$ cat src/rtl/eth_pkg.sv
// Shared Ethernet-lite frame definitions used by the byte-serial TX and RX blocks.
package eth_pkg;

   localparam int unsigned ETH_FRAME_BYTES = 18;
   localparam int unsigned ETH_ADDR_BYTES  = 6;
   localparam int unsigned ETH_TYPE_BYTES  = 2;
   localparam int unsigned ETH_DATA_BYTES  = 4;

   localparam int unsigned ETH_BYTE_W  = 8;
   localparam int unsigned ETH_ADDR_W  = ETH_ADDR_BYTES * ETH_BYTE_W;
   localparam int unsigned ETH_TYPE_W  = ETH_TYPE_BYTES * ETH_BYTE_W;
   localparam int unsigned ETH_DATA_W  = ETH_DATA_BYTES * ETH_BYTE_W;
   localparam int unsigned ETH_FRAME_W = ETH_FRAME_BYTES * ETH_BYTE_W;
   localparam int unsigned ETH_CNT_W   = 5;

   localparam logic [ETH_ADDR_W-1:0] ETH_BROADCAST = 48'hFFFF_FFFF_FFFF;

   typedef enum logic [1:0] {
      SYNC    = 2'd0,
      IDLE    = 2'd1,
      RECV    = 2'd2,
      OVERRUN = 2'd3
   } rx_state_e;

endpackage

$ cat src/rtl/eth_addr_filter.sv
// Destination address filter: station match, broadcast, or promiscuous accept.
module eth_addr_filter
   import eth_pkg::*;
(
   input  logic [ETH_ADDR_W-1:0] dest_i,
   input  logic [ETH_ADDR_W-1:0] mac_addr_i,
   input  logic                  promisc_i,
   output logic                  accept_c
);

   always_comb begin
      accept_c = promisc_i || (dest_i == mac_addr_i) || (dest_i == ETH_BROADCAST);
   end

endmodule

$ cat src/rtl/frame_reception.sv
// Byte-serial frame receiver: rebuilds dest/src/type/data from an 18-byte stream,
// length-checks and address-filters it, and reports one result pulse per frame.
module frame_reception
   import eth_pkg::*;
#(
   parameter logic [ETH_ADDR_W-1:0] MAC_ADDR = 48'h1234_5678_9ABC,
   parameter bit                    PROMISC  = 1'b0
) (
   input  logic                  clk,
   input  logic                  rst_n,
   input  logic                  rx_en,
   input  logic [ETH_BYTE_W-1:0] rx_in,
   output logic [ETH_ADDR_W-1:0] dest_addr,
   output logic [ETH_ADDR_W-1:0] src_addr,
   output logic [ETH_TYPE_W-1:0] eth_type,
   output logic [ETH_DATA_W-1:0] data_out,
   output logic                  rx_valid,
   output logic                  rx_error,
   output logic                  rx_dropped,
   output logic                  rx_busy
);

   localparam logic [ETH_CNT_W-1:0] CNT_FULL = ETH_CNT_W'(ETH_FRAME_BYTES);
   localparam logic [ETH_CNT_W-1:0] CNT_MAX  = '1;

   rx_state_e                  state_q;
   logic [ETH_CNT_W-1:0]       byte_cnt_q;
   logic [ETH_CNT_W-1:0]       byte_cnt_d;
   logic [ETH_FRAME_W-1:0]     stage_q;
   logic [ETH_FRAME_W-1:0]     stage_d;
   logic [ETH_ADDR_W-1:0]      dest_q;
   logic [ETH_ADDR_W-1:0]      src_q;
   logic [ETH_TYPE_W-1:0]      type_q;
   logic [ETH_DATA_W-1:0]      data_q;
   logic                       valid_q;
   logic                       error_q;
   logic                       dropped_q;
   logic [ETH_ADDR_W-1:0]      stage_dest;
   logic                       accept;

   // Staged field views; byte 0 sits at the top of the shift register.
   assign stage_dest = stage_q[ETH_FRAME_W-1 -: ETH_ADDR_W];

   always_comb begin
      stage_d    = {stage_q[ETH_FRAME_W-ETH_BYTE_W-1:0], rx_in};
      byte_cnt_d = (byte_cnt_q == CNT_MAX) ? byte_cnt_q : byte_cnt_q + ETH_CNT_W'(1);
   end

   eth_addr_filter u_filter (
      .dest_i     (stage_dest),
      .mac_addr_i (MAC_ADDR),
      .promisc_i  (PROMISC),
      .accept_c   (accept)
   );

   always_ff @(posedge clk) begin
      if (!rst_n) begin
         state_q    <= SYNC;
         byte_cnt_q <= '0;
         stage_q    <= '0;
         dest_q     <= '0;
         src_q      <= '0;
         type_q     <= '0;
         data_q     <= '0;
         valid_q    <= 1'b0;
         error_q    <= 1'b0;
         dropped_q  <= 1'b0;
      end else begin
         valid_q   <= 1'b0;
         error_q   <= 1'b0;
         dropped_q <= 1'b0;
         case (state_q)
            // Never start mid-frame: require a quiet cycle first.
            SYNC: begin
               if (!rx_en) state_q <= IDLE;
            end
            IDLE: begin
               if (rx_en) begin
                  stage_q    <= stage_d;
                  byte_cnt_q <= ETH_CNT_W'(1);
                  state_q    <= RECV;
               end
            end
            RECV: begin
               if (rx_en) begin
                  stage_q    <= stage_d;
                  byte_cnt_q <= byte_cnt_d;
                  if (byte_cnt_q == CNT_FULL) state_q <= OVERRUN;
               end else begin
                  state_q <= IDLE;
                  if (byte_cnt_q != CNT_FULL) begin
                     error_q <= 1'b1;
                  end else if (accept) begin
                     dest_q  <= stage_q[ETH_FRAME_W-1 -: ETH_ADDR_W];
                     src_q   <= stage_q[ETH_FRAME_W-ETH_ADDR_W-1 -: ETH_ADDR_W];
                     type_q  <= stage_q[ETH_DATA_W+ETH_TYPE_W-1 -: ETH_TYPE_W];
                     data_q  <= stage_q[ETH_DATA_W-1:0];
                     valid_q <= 1'b1;
                  end else begin
                     dropped_q <= 1'b1;
                  end
               end
            end
            OVERRUN: begin
               if (!rx_en) begin
                  error_q <= 1'b1;
                  state_q <= IDLE;
               end
            end
            default: state_q <= SYNC;
         endcase
      end
   end

   assign dest_addr  = dest_q;
   assign src_addr   = src_q;
   assign eth_type   = type_q;
   assign data_out   = data_q;
   assign rx_valid   = valid_q;
   assign rx_error   = error_q;
   assign rx_dropped = dropped_q;
   assign rx_busy    = (state_q == RECV) || (state_q == OVERRUN);

endmodule

$ cat config.mk
export PLATFORM = sky130hd
export DESIGN_NAME = frame_reception
export DESIGN_NICKNAME = d
export VERILOG_FILES = /design/src/rtl/eth_pkg.sv /design/src/rtl/eth_addr_filter.sv /design/src/rtl/frame_reception.sv
export SDC_FILE = /design/constraint.sdc
export NUM_CORES = 1
export LEC_CHECK = 0
export CAP_MARGIN = 20
export CORE_MARGIN = 4
export CORE_UTILIZATION = 40
export DETAILED_ROUTE_END_ITERATION = 10
export GPL_TIMING_DRIVEN = 0
export REMOVE_ABC_BUFFERS = 1
export SYNTH_ARGS = -nofsm -noshare
export SYNTH_HDL_FRONTEND = slang
export SYNTH_SLANG_ARGS = --single-unit
$ cat constraint.sdc
create_clock -name clk -period 2.75 [get_ports clk]
set_clock_uncertainty 0.1 [all_clocks]
set_input_delay 0.55 -clock clk [delete_from_list [all_inputs] [get_ports clk]]
set_output_delay 0.55 -clock clk [all_outputs]
set_load 0.005 [all_outputs]
==> qor.txt, run 1 <==
Final wirelength = 24000 um
Area share of the largest cell type after synthesis = 52.4%
Die height = 177 um
Outcome = finished clean
Final setup viols = 0
Yosys reg bits = 298
Hold buffer count at cts = 0
GR Util met2 = 23.9%
Sequential fraction of the synthesis area = 52.4%
Count of cell types in the netlist = 33
Count leader, synth = nand2_1
Worst Hold End = data_out[20]
Post-route cell area = 0.0145 mm2
Crit path DAT = 1.95 ns
Detailed Routing Iterations Pass 1 = 4
Maximum number of pins on one net before global-route repair = 176
Fmax achieved = 0.385 GHz
Area delta synth->final = 27.5%
Synth top area cells = dfxtp_1 (52%), nand2_1 (18%), mux2i_1 (11%)
Reg2reg start = stage_q[104]
Routability congestion estimate from global placement = 0.704
Max VDD drop = 0.563 mV
Warnings, synthesis = 0
Top cells by count, synth = nand2_1 (540), dfxtp_1 (298), a21boi_0 (145)
WL/cell = 13.2 um
Depth of the most critical reg-to-reg path = 10
Minimum clock period = 2.60 ns
GRT Residual Overflow = 0
CP cell instances = inv_1 -> ha_2 -> or2_2 -> clkdlybuf4s50_1
Hold_ws = 0.351 ns
Met1 usage = 19.8%
Layout Nets = 1437
First-pass GRT wire length = 40100 um
Initial Util = 40.8%
Clock Path Buffers = 3
Die Wd = 177 um
Clk pin slew, worst setup/hold paths = 0.06 ns
Gate Count Post-Synth = 1295
CTS Buf Count = 31
Die ar. = 0.0312 mm2
Worst setup EP type = output pin
Fin. Hold Viols = 0
Top FF cell, synth = dfxtp_1
GRT Total Usage = 15.0%
Initial DRC count = 475
PwrDens = 636 mW/mm2
Vias = 8605
CTS tree = done
CP Max Fanout = 11
Reg area = 0.00597 mm2
Post-synth ARST share = 0%
Vias in the first global route = 8006
I/O pins = 159
Syn Std Cell Area = 0.0114 mm2
CP Launch Type = register
RR Endpoint = dest_addr[6]
Multi-input gate area = 0.00506 mm2
Dpl hpwl = 14900 um
Port Buf Inserts = 158
ANT nets after route = 0
Syn_area_per_cell = 8.80 um2
Tcrit/Tclk final = 94.4%
Core Region = 0.0279 mm2
Layout cells sized above 1 = 6.44%
Lkg Pwr = 0.00466 uW
Global route hottest layer = met2
CTS Root Cell = clkbuf_16
Met3 Use GR = 5.00%
Clk_lat worst skew = 0.54 ns
Fill cell count = 2644
Worst relative slew slack = 56.6%
Worst hold path type = register to register
Slowest CP cell = clkdlybuf4s50_1
Non-Filler Instances = 1821
Hold depth = 2
Worst EP required = 2.10 ns
Ant diodes = 0
# clock sinks = 298
Placed cell areas = 0.0134 mm2
Initial antenna violation count = 0
Number of enable flip-flop cells after synthesis = 0
Residual DRC = 0
Crit path kind = register to output pin
DP Cell Count = 1760
Largest stage delay, worst path = 0.44 ns
FF-to-FF setup slack = 0.15 ns
Max H-tree Level = 1
Final Max Slew Viols = 0
Largest area contributor in the netlist = dfxtp_1
Total of max-cap violations = 0
Worst Hold Launch = data_out[20]
Num rows = 61
Worst-Margin Slew = 0.650 ns
Vias/cell = 4.73
critical path, delay by kind of cell (launching register included):
kind	cells	cell delay (ns)
buffers and inverters	2	0.49
flip-flops	1	0.37
AND/OR/NAND/NOR	1	0.31
adder cells (fa/ha/maj)	1	0.24
stage by stage:
step	utilization, %	total power [uW]	setup WS [ns]	setup TNS [ns]
after floorplan	-	4810	-13.13	-2321.99
after global placement	46.6	5130	-20.22	-4148.58
after detailed placement	48.0	5240	-0.709	-46.16
after CTS	51.7	9400	0.00403	0
after global routing	52.0	9640	-0.0425	-0.0425
final	52.0	9240	0.155	0
cell type report:
type / count / share of cell area [%]
multi-input cells: 897 / 34.8
well taps: 378 / 3.26
clock inverters: 13 / 0.844
repair buffers: 187 / 13.8
clock buffers: 44 / 6.09
flip-flops and latches: 298 / 41.1
inverters: 4 / 0.103
how the worst max path moves through the flow:
| stage | depth (start not counted) | start | slack, ns | to |
|---|---|---|---|---|
| after floorplan | 5 | stage_q[126] | -13.13 | data_out[0] |
| after global placement | 5 | stage_q[102] | -20.22 | data_out[4] |
| after detailed placement | 9 | rx_en | -0.71 | data_out[27] |
| after CTS | 10 | stage_q[102] | 0.004 | data_out[27] |
| after global routing | 11 | byte_cnt_q[0] | -0.04 | dest_addr[6] |
| final | 4 | state_q[0] | 0.15 | rx_busy |
layer usage:
layer,vias up,wire length (um)
met2,158,10500
met1,3951,11100
met5,-,0
met3,40,1820
met4,0,560
li1,4456,-
placed cells by master, fill, tap and decap left out, types with 8 or more instances in the layout:
cell type / Yosys / routed
o21a_1: 22 / 22
clkinv_2: 0 / 8
dfxtp_1: 298 / 296
buf_6: 5 / 14
nand4_1: 13 / 13
mux2i_1: 122 / 122
nand2_1: 540 / 540
a21boi_0: 145 / 145
clkdlybuf4s50_1: 0 / 157
clkbuf_16: 0 / 31
sequential cells by signal, summed over array words and instances, names as in the netlist:
signal / count
byte_cnt_q: 5
stage_q: 144
data_out: 32
rx_error: 1
rx_valid: 1
rx_dropped: 1
state_q: 2
dest_addr: 48
eth_type: 16
src_addr: 48
repair_timing:
item                                    CTS  global route
endpoints found under the setup margin  104            27
pin swaps                                 1             2
buffers inserted                          2             2
gates cloned                              0             0
gates resized for setup                   3             9
report_power, final:
group	switching, uW	internal [uW]	total, uW
logic	542	221	763
clock network	1680	2420	4090
registers	28.5	4350	4380
cells by family (layout without fill, tap and decap cells):
family          count (synthesis)  count (layout)  synth area share (%)
mux                           122             122                  10.7
simple gates                  587             587                  20.3
flops                         298             298                  52.4
xor+xnor                        2               2                 0.154
buf+inv                       100             248                  4.00
compound gates                179             179                  11.7
fa+ha+maj                       7               7                 0.769
No activity file was read; power rests on OpenSTA's default activity.
==> run 2: changes to the inputs <==
GPL_TIMING_DRIVEN = unset   (was 0)
SLEW_MARGIN = 25   (was unset)
==> qor.txt, run 2 (synthesized netlist as in run 1, its figures left out) <==
Minimum clock period = 2.60 ns (+0.00831 ns)
Worst EP required = 2.10 ns (about the same)
GRT Residual Overflow = 0 (unchanged)
ANT nets after route = 0 (unchanged)
GRT Total Usage = 14.9% (-0.055 points)
Dpl hpwl = 14600 um (-1.8%)
Maximum number of pins on one net before global-route repair = 89 (-49%)
Routability congestion estimate from global placement = 0.710 (+0.91%)
Tcrit/Tclk final = 94.7% (+0.30 points)
Vias in the first global route = 8047 (+0.51%)
First-pass GRT wire length = 39700 um (-0.95%)
CP cell instances = inv_1 -> ha_2 -> or2_2 -> clkdlybuf4s50_1
Die height = 177 um (unchanged)
Vias = 8660 (+0.64%)
Placed cell areas = 0.0133 mm2 (-0.54%)
Final setup TNS = 0 ns (unchanged)
Detailed Routing Iterations Pass 1 = 4 (unchanged)
Worst-Margin Slew = 0.513 ns (-0.137 ns)
RSZ-0062 raised after global routing = no
CTS tree = done
Largest stage delay, worst path = 0.44 ns (about the same)
Worst relative slew slack = 65.8% (+9.1 points)
Core Region = 0.0279 mm2 (unchanged)
Worst setup EP type = output pin
Residual DRC = 0 (unchanged)
Layout Nets = 1431 (-0.42%)
Final setup viols = 0 (unchanged)
I/O pins = 159 (unchanged)
Post-CTS Setup Inserts = 0 (-2)
Die Wd = 177 um (unchanged)
CP Launch Type = register
Commonest non-fill, non-tap cell in the layout = nand2_1
Clk_lat worst skew = 0.50 ns (-0.04 ns)
Slowest CP cell = clkdlybuf4s50_1
Lkg Pwr = 0.00469 uW (+0.46%)
CTS Root Cell = clkbuf_16
Initial antenna violation count = 0 (unchanged)
Setup crit start = state_q[0]
Worst Hold Launch = data_out[20]
Max reg flops = 144 (unchanged)
Fmax achieved = 0.384 GHz (-0.32%)
Crit path DAT = 1.95 ns (about the same)
Final Max Slew Viols = 0 (unchanged)
Worst hold path type = register to register
CTS Buf Count = 34 (+9.7%)
WL/cell = 13.1 um (-0.44%)
Final wirelength = 23800 um (-0.66%)
Max VDD drop = 0.529 mV (-6.0%)
Initial DRC count = 403 (-15%)
PwrDens = 677 mW/mm2 (+6.4%)
Area delta synth->final = 27.9%
Fill cell count = 2668 (+0.91%)
Clock Path Buffers = 3 (unchanged)
Max H-tree Level = 2 (+1)
Die ar. = 0.0312 mm2 (unchanged)
# clock sinks = 298 (unchanged)
Outcome = finished clean
Reg2reg start = byte_cnt_q[0]
Layout cells sized above 1 = 5.56% (-0.89 points)
Clk pin slew, worst setup/hold paths = 0.06 ns (about the same)
Port Buf Inserts = 158 (unchanged)
Most frequent cells in the layout = nand2_1 (540), dfxtp_1 (298), clkdlybuf4s50_1 (157)
Vias/cell = 4.77 (+0.86%)
Reg with most FFs = stage_q
Hold buffer count at cts = 0 (unchanged)
Crit path kind = register to output pin
Num rows = 61 (unchanged)
Initial Util = 40.8% (unchanged)
Final core occ = 52.2% (+0.17 points)
Total of max-cap violations = 0 (unchanged)
CP Max Fanout = 11 (unchanged)
Ant diodes = 0 (unchanged)
Fin. Hold Viols = 0 (unchanged)
Post-route cell area = 0.0146 mm2 (+0.33%)
run 2: worst paths after layout:
kind / cells after the start / to / slack [ns]
setup / recovery: 4 / rx_busy / 0.15
hold / removal: 2 / data_out[20] / 0.35
setup reg to reg: 8 / dest_addr[0] / 0.33
hold reg to reg: 2 / data_out[20] / 0.35
run 2: where the power goes:
part | switching [uW] | leakage [uW] | total (uW) | internal [uW]
Sequential | 27.7 | 0.00240 | 4380 | 4350
Combinational | 515 | 0.00168 | 714 | 199
Clock | 1710 | 0.000602 | 4760 | 3050
run 2: final cells by class:
class                           count  area [um2]  share of cell area [%]
Clock buffer                       57        1120                    7.69
Clock inverter                      5         100                   0.687
Inverter                            4        15.0                   0.103
Multi-Input combinational cell    897        4990                    34.3
Sequential cell                   298        5970                    40.9
Tap cell                          378         473                    3.25
Timing Repair Buffer              178        1900                    13.0
run 2: critical path: cells and delay by family, from the launching register on:
kind / cells / cell delay, ns
adders and majority gates: 1 / 0.24
buffers and inverters: 2 / 0.51
DFF: 1 / 0.40
and+or+nand+nor: 1 / 0.31
run 2: repair_timing:
| action | in CTS | in global routing |
|---|---|---|
| hold endpoints to repair | 0 | 0 |
| gates resized for setup | 0 | 1 |
| setup endpoints to repair | 0 | 1 |
run 2: routing by layer:
layer	part of all wire, %	vias up	wire length [um]	track usage [%]
met2	43	169	10300	23.5
li1	-	4472	-	-
met4	2.0	0	476	4.00
met3	5.6	40	1340	3.97
met1	49	3979	11700	20.4
met5	0	-	0	0
run 2: per-stage QoR:
step                      setup WS [ns]  power [uW]  std cells  hold slack, ns
after floorplan                  -13.13        4810       1199           0.343
after global placement            0.338        5200       1755           0.343
after detailed placement          0.319        5200       1755           0.346
after CTS                        0.0259       10000       1817           0.356
after global routing             0.0484       10300       1817           0.366
final                             0.147        9860       1817           0.350
==> run 3: changes to the inputs <==
CTS_BUF_LIST = sky130_fd_sc_hd__clkbuf_8   (was unset)
clock period = 2.11 ns   (was 2.75 ns; I/O delays follow)
==> qor.txt, run 3 (synthesized netlist as in run 1, its figures left out) <==
Outcome = finished, violations left
Failing checks = setup timing
RSZ-0062 raised after global routing = yes
Max VDD drop = 0.469 mV (-11%)
Fmax achieved = 0.465 GHz
Clk pin slew, worst setup/hold paths = 0.06 ns (about the same)
Layout Nets = 1515 (+5.9%)
Max H-tree Level = 2 (unchanged)
Final Max Slew Viols = 0 (unchanged)
Total of max-cap violations = 0 (unchanged)
Tcrit/Tclk final = 102%
Area delta synth->final = 35.3%
Crit path kind = register to register
Die height = 177 um (unchanged)
ANT nets after route = 0 (unchanged)
CTS tree = done
First-pass GRT wire length = 42500 um (+7.0%)
FF-to-FF setup slack = -0.04 ns (-0.37 ns)
Commonest non-fill, non-tap cell in the layout = nand2_1
CTS Root Cell = clkbuf_8
Fin. Hold Viols = 0 (unchanged)
GRT Total Usage = 16.0% (+1.1 points)
Residual DRC = 0 (unchanged)
Worst setup EP type = register
Minimum clock period = 2.15 ns
Clock Path Buffers = 3 (unchanged)
CP Max Fanout = 6 (-5)
Final setup viols = 71 (+71)
Worst hold path type = input pin to register
Pre-CTS setup slack = -0.136 ns (-0.455 ns)
Vias/cell = 4.71 (-1.1%)
Most frequent cells in the layout = nand2_1 (540), dfxtp_1 (283), clkdlybuf4s50_1 (156)
Fill cell count = 2591 (-2.9%)
Final wirelength = 26300 um (+10%)
Worst relative slew slack = 75.1% (+9.3 points)
PnR worst setup slack = -0.0426 ns (-0.189 ns)
Reg with most FFs = stage_q
CP cell instances = nor4_2 -> nand4_1 -> a2bb2oi_4 -> nor3b_4 -> buf_6 -> buf_12 -> clkbuf_16 -> mux2i_1
Slowest CP cell = dfxtp_1
Initial Util = 40.8% (unchanged)
Total power draw = 11900 uW (+21%)
Port Buf Inserts = 158 (unchanged)
Crit path DAT = 2.52 ns (+0.57 ns)
# clock sinks = 298 (unchanged)
Die ar. = 0.0312 mm2 (unchanged)
Dpl hpwl = 15700 um (+7.4%)
I/O pins = 159 (unchanged)
WL/cell = 13.8 um (+5.2%)
Max reg flops = 144 (unchanged)
WP buf/inv = 3 (+1)
Initial DRC count = 480 (+19%)
Largest stage delay, worst path = 0.34 ns (-0.10 ns)
Core Region = 0.0279 mm2 (unchanged)
Worst-Margin Slew = 0.374 ns (-0.139 ns)
CTS Buf Count = 51 (+50%)
Hold buffer count at cts = 0 (unchanged)
Worst EP required = 2.48 ns (+0.38 ns)
CP Launch Type = register
Layout cells sized above 1 = 12.5% (+6.9 points)
GRT Residual Overflow = 0 (unchanged)
Initial antenna violation count = 0 (unchanged)
Ant diodes = 0 (unchanged)
Vias in the first global route = 8559 (+6.4%)
Num rows = 61 (unchanged)
Detailed Routing Iterations Pass 1 = 7 (+3)
DP Cell Count = 1800 (+2.6%)
Clk_lat worst skew = 0.56 ns (+0.06 ns)
Die Wd = 177 um (unchanged)
PwrDens = 772 mW/mm2 (+14%)
Routability congestion estimate from global placement = 0.756 (+6.5%)
Lkg Pwr = 0.00518 uW (+11%)
Non-Filler Instances = 1909 (+5.1%)
Vias = 8999 (+3.9%)
Maximum number of pins on one net before global-route repair = 99 (+11%)
Crit path max-delay family = simple AND/OR/NAND/NOR gates
Hold_ws = 0.160 ns (-0.190 ns)
-- run 3: stage by stage --
stage           TNS, ns  utilization [%]  area, um2
2_1_floorplan  -2507.59                -      11000
3_3_place_gp     -10.73             49.3      13800
3_5_place_dp     -10.77             49.3      13800
4_1_cts           -6.07             53.6      15000
5_1_grt          -14.59             55.2      15400
6_report          -1.01             55.2      15400
-- run 3: worst register-to-register path: stages (launching register included) --
cell	delay (ns)
dfxtp_1	0.34
nor4_2	0.31
nand4_1	0.21
a2bb2oi_4	0.21
nor3b_4	0.23
buf_6	0.16
buf_12	0.15
clkbuf_16	0.18
mux2i_1	0.19
-- run 3: report_power, final --
part	total [uW]	internal [uW]	switching, uW
Combinational	1150	420	734
Sequential	5710	5670	36.6
Clock	5040	2810	2230
Total	11900	8900	3000
-- run 3: path summary, 6_finish.rpt --
kind | start | end | depth (start not counted)
setup reg to reg | stage_q[104] | data_out[8] | 8
hold reg to reg | src_addr[44] | src_addr[44] | 2
setup / recovery | stage_q[104] | data_out[8] | 8
hold / removal | rst_n | dest_addr[44] | 2
-- run 3: repair_timing --
action | 4_1_cts | 5_1_grt
gates cloned | 3 | 13
gates resized for setup | 28 | 33
endpoints found under the setup margin | 145 | 145
setup buffers | 3 | 3
pin swaps | 4 | 11
-- run 3: routing by layer --
layer / up-vias / track usage [%] / routed length (um)
met4: 0 / 4.29 / 504
met3: 45 / 3.89 / 1380
li1: 4641 / - / -
met5: - / 0 / 0
met1: 4138 / 21.9 / 12800
met2: 175 / 25.5 / 11700
-- run 3: cell type report --
class                   count  area, um2  area share (%)
clock buffers              67        922            5.98
multi-input cells         897       5100            33.1
clock inverters            20       83.8           0.544
repair buffers            245       2840            18.4
well taps                 378        473            3.07
flip-flops and latches    298       5990            38.8
inverters                   4       17.5           0.114
==> variant, RTL diff (flow settings as in run 2) <==
Set the parameter `PROMISC` to 1'b1 (it was 1'b0).
--- a/src/rtl/frame_reception.sv
+++ b/src/rtl/frame_reception.sv
@@ -5,5 +5,5 @@
 #(
    parameter logic [ETH_ADDR_W-1:0] MAC_ADDR = 48'h1234_5678_9ABC,
-   parameter bit                    PROMISC  = 1'b0
+   parameter bit                    PROMISC  = 1'b1
 ) (
    input  logic                  clk,
Check against the original RTL: same outputs for any inputs over 4 cycles, from zero or initial values and one cycle with rst_n low; that may be too few to reach the edited logic, so the function may still have changed.
==> variant against run 2 <==
  * Setup slack worse by 43 ps
  * Synthesized area down 8.9%
  * Total power decreased by 3.2%
  * Sequential cell count shrank 1
  * Critical endpoint unchanged
  * Hold slack improved by 0.84 ps
  * Critical path type unchanged
  * Non-clock buffer count rose by 8
  * Cell area fell by 8.5%
  * Wire length down 3.2%
==> variant: results <==
metrics = {
    "power": {
        "p_leak_nw": 4.32,
        "peakVddDrop_mv": 0.387,
    },
    "global_route": {
        "grt_max_degree": 108,
        "met3_usage_pct": 3.17,
        "grt_pass1_vias": 8067,
        "grt_pass1_wl_um": 39100,
        "grt_use_met2_pct": 26.5,
        "met1_usage_pct": 21.2,
    },
    "sta": {
        "max_freq_mhz": 378,
        "worst_hold_slack_ps": 351,
        "tightest_slew_ps": 667,
    },
    "place": {
        "dp_slack_ps": 285,
        "port-buffer-count": 157,
        "dp_hpwl_um": 13900,
        "dpl_cell_area_um2": 12300,
        "finalWeightedCongestion": 0.742,
    },
    "cells_and_area": {
        "fill_cells": 2502,
        "drive_gt1_share_pct": 5.84,
    },
    "clock_network": {
        "cts_buffers": 31,
        "post_cts_resized": 1,
        "htreeDepth": 1,
        "clock_latency_ps": 530,
    },
    "detailed_routing": {
        "wl_um": 23100,
        "drt-initial-drc-count": 622,
        "via_count": 8601,
    },
    "min_path": {
        "hold_end": "dest_addr[15]$_SDFFE_PN0P_",
        "hp-start": "dest_addr[15]$_SDFFE_PN0P_",
    },
    "synth": {
        "synth.area.top_cells": "dfxtp_1 (57%), nand2_1 (21%), a21oi_1 (14%), clkbuf_1 (1.9%), buf_2 (1.5%)",
        "netlist_top_cells_count": "nand2_1 (581), dfxtp_1 (297), a21oi_1 (290)",
        "synth_compound_area_share_pct": 14.7,
        "synth_cells": 1312,
        "yosys.area_share.adder_pct": 0.843,
        "synth_mux_area_share_pct": 0.205,
        "yosysSeqAreaShare_pct": 57.3,
    },
    "setup_path": {
        "arrival_ps": 2000,
        "reg2regPathDepth": 7,
        "rrSetupSlack_ps": 600,
        "timing.rr.end": "src_addr[38]$_SDFFE_PN0P_",
    },
    "run_status": {
        "outcome": "completed",
    },
}
## variant: cell types whose count changed after synthesis, sizes merged, moves of 20 or more
cell and change:
buf +20, nand2 +41, mux2i -121, a21oi +288, a21boi -146, o21a -22
## variant: how the worst max path moves through the flow
stage,end,slack (ps),cells past startpoint,start
2_1_floorplan,stage_q[0]$_SDFFE_PN0P_,-3130,5,state_q[0]$_SDFFE_PN0P_
3_3_place_gp,eth_type[8]$_SDFFE_PN0P_,330,6,rx_en
3_5_place_dp,src_addr[38]$_SDFFE_PN0P_,290,6,rx_en
4_1_cts,rx_busy,50,4,state_q[0]$_SDFFE_PN0P_
5_1_grt,rx_busy,7,4,state_q[0]$_SDFFE_PN0P_
6_report,rx_busy,100,4,state_q[0]$_SDFFE_PN0P_
## variant: layout make-up
class / instances / area [µm²] / share of cell area, %
multi-input cells: 912 / 3980 / 29.9
well taps: 330 / 413 / 3.10
clock buffers: 47 / 916 / 6.87
repair buffers: 186 / 1980 / 14.8
inverters: 6 / 30.0 / 0.225
flip-flops and latches: 297 / 5950 / 44.6
clock inverters: 8 / 70.1 / 0.525
## variant: per-layer routing
metal	part of all wire (%)	wire length, µm	vias to the layer above
met2	45	10500	161
met1	47	10900	3942
met3	5.3	1230	34
li1	-	-	4464
met5	0	0	-
met4	2.0	463	0
## variant: power breakdown
part	switching (mW)	internal (mW)	leakage, nW	total, mW
clock network	1.61	2.37	0.483	3.98
registers	0.0408	4.35	2.39	4.39
logic	0.817	0.344	1.45	1.16
total	2.47	7.07	4.32	9.54
## variant: kinds of logic after synthesis
family,after synthesis
flip-flops,297
AND/OR/NAND/NOR,599
adder cells (fa/ha/maj),7
AO/OA/AOI/OAI,301
buffers and inverters,103
multiplexers,2
XOR/XNOR,2
other,1
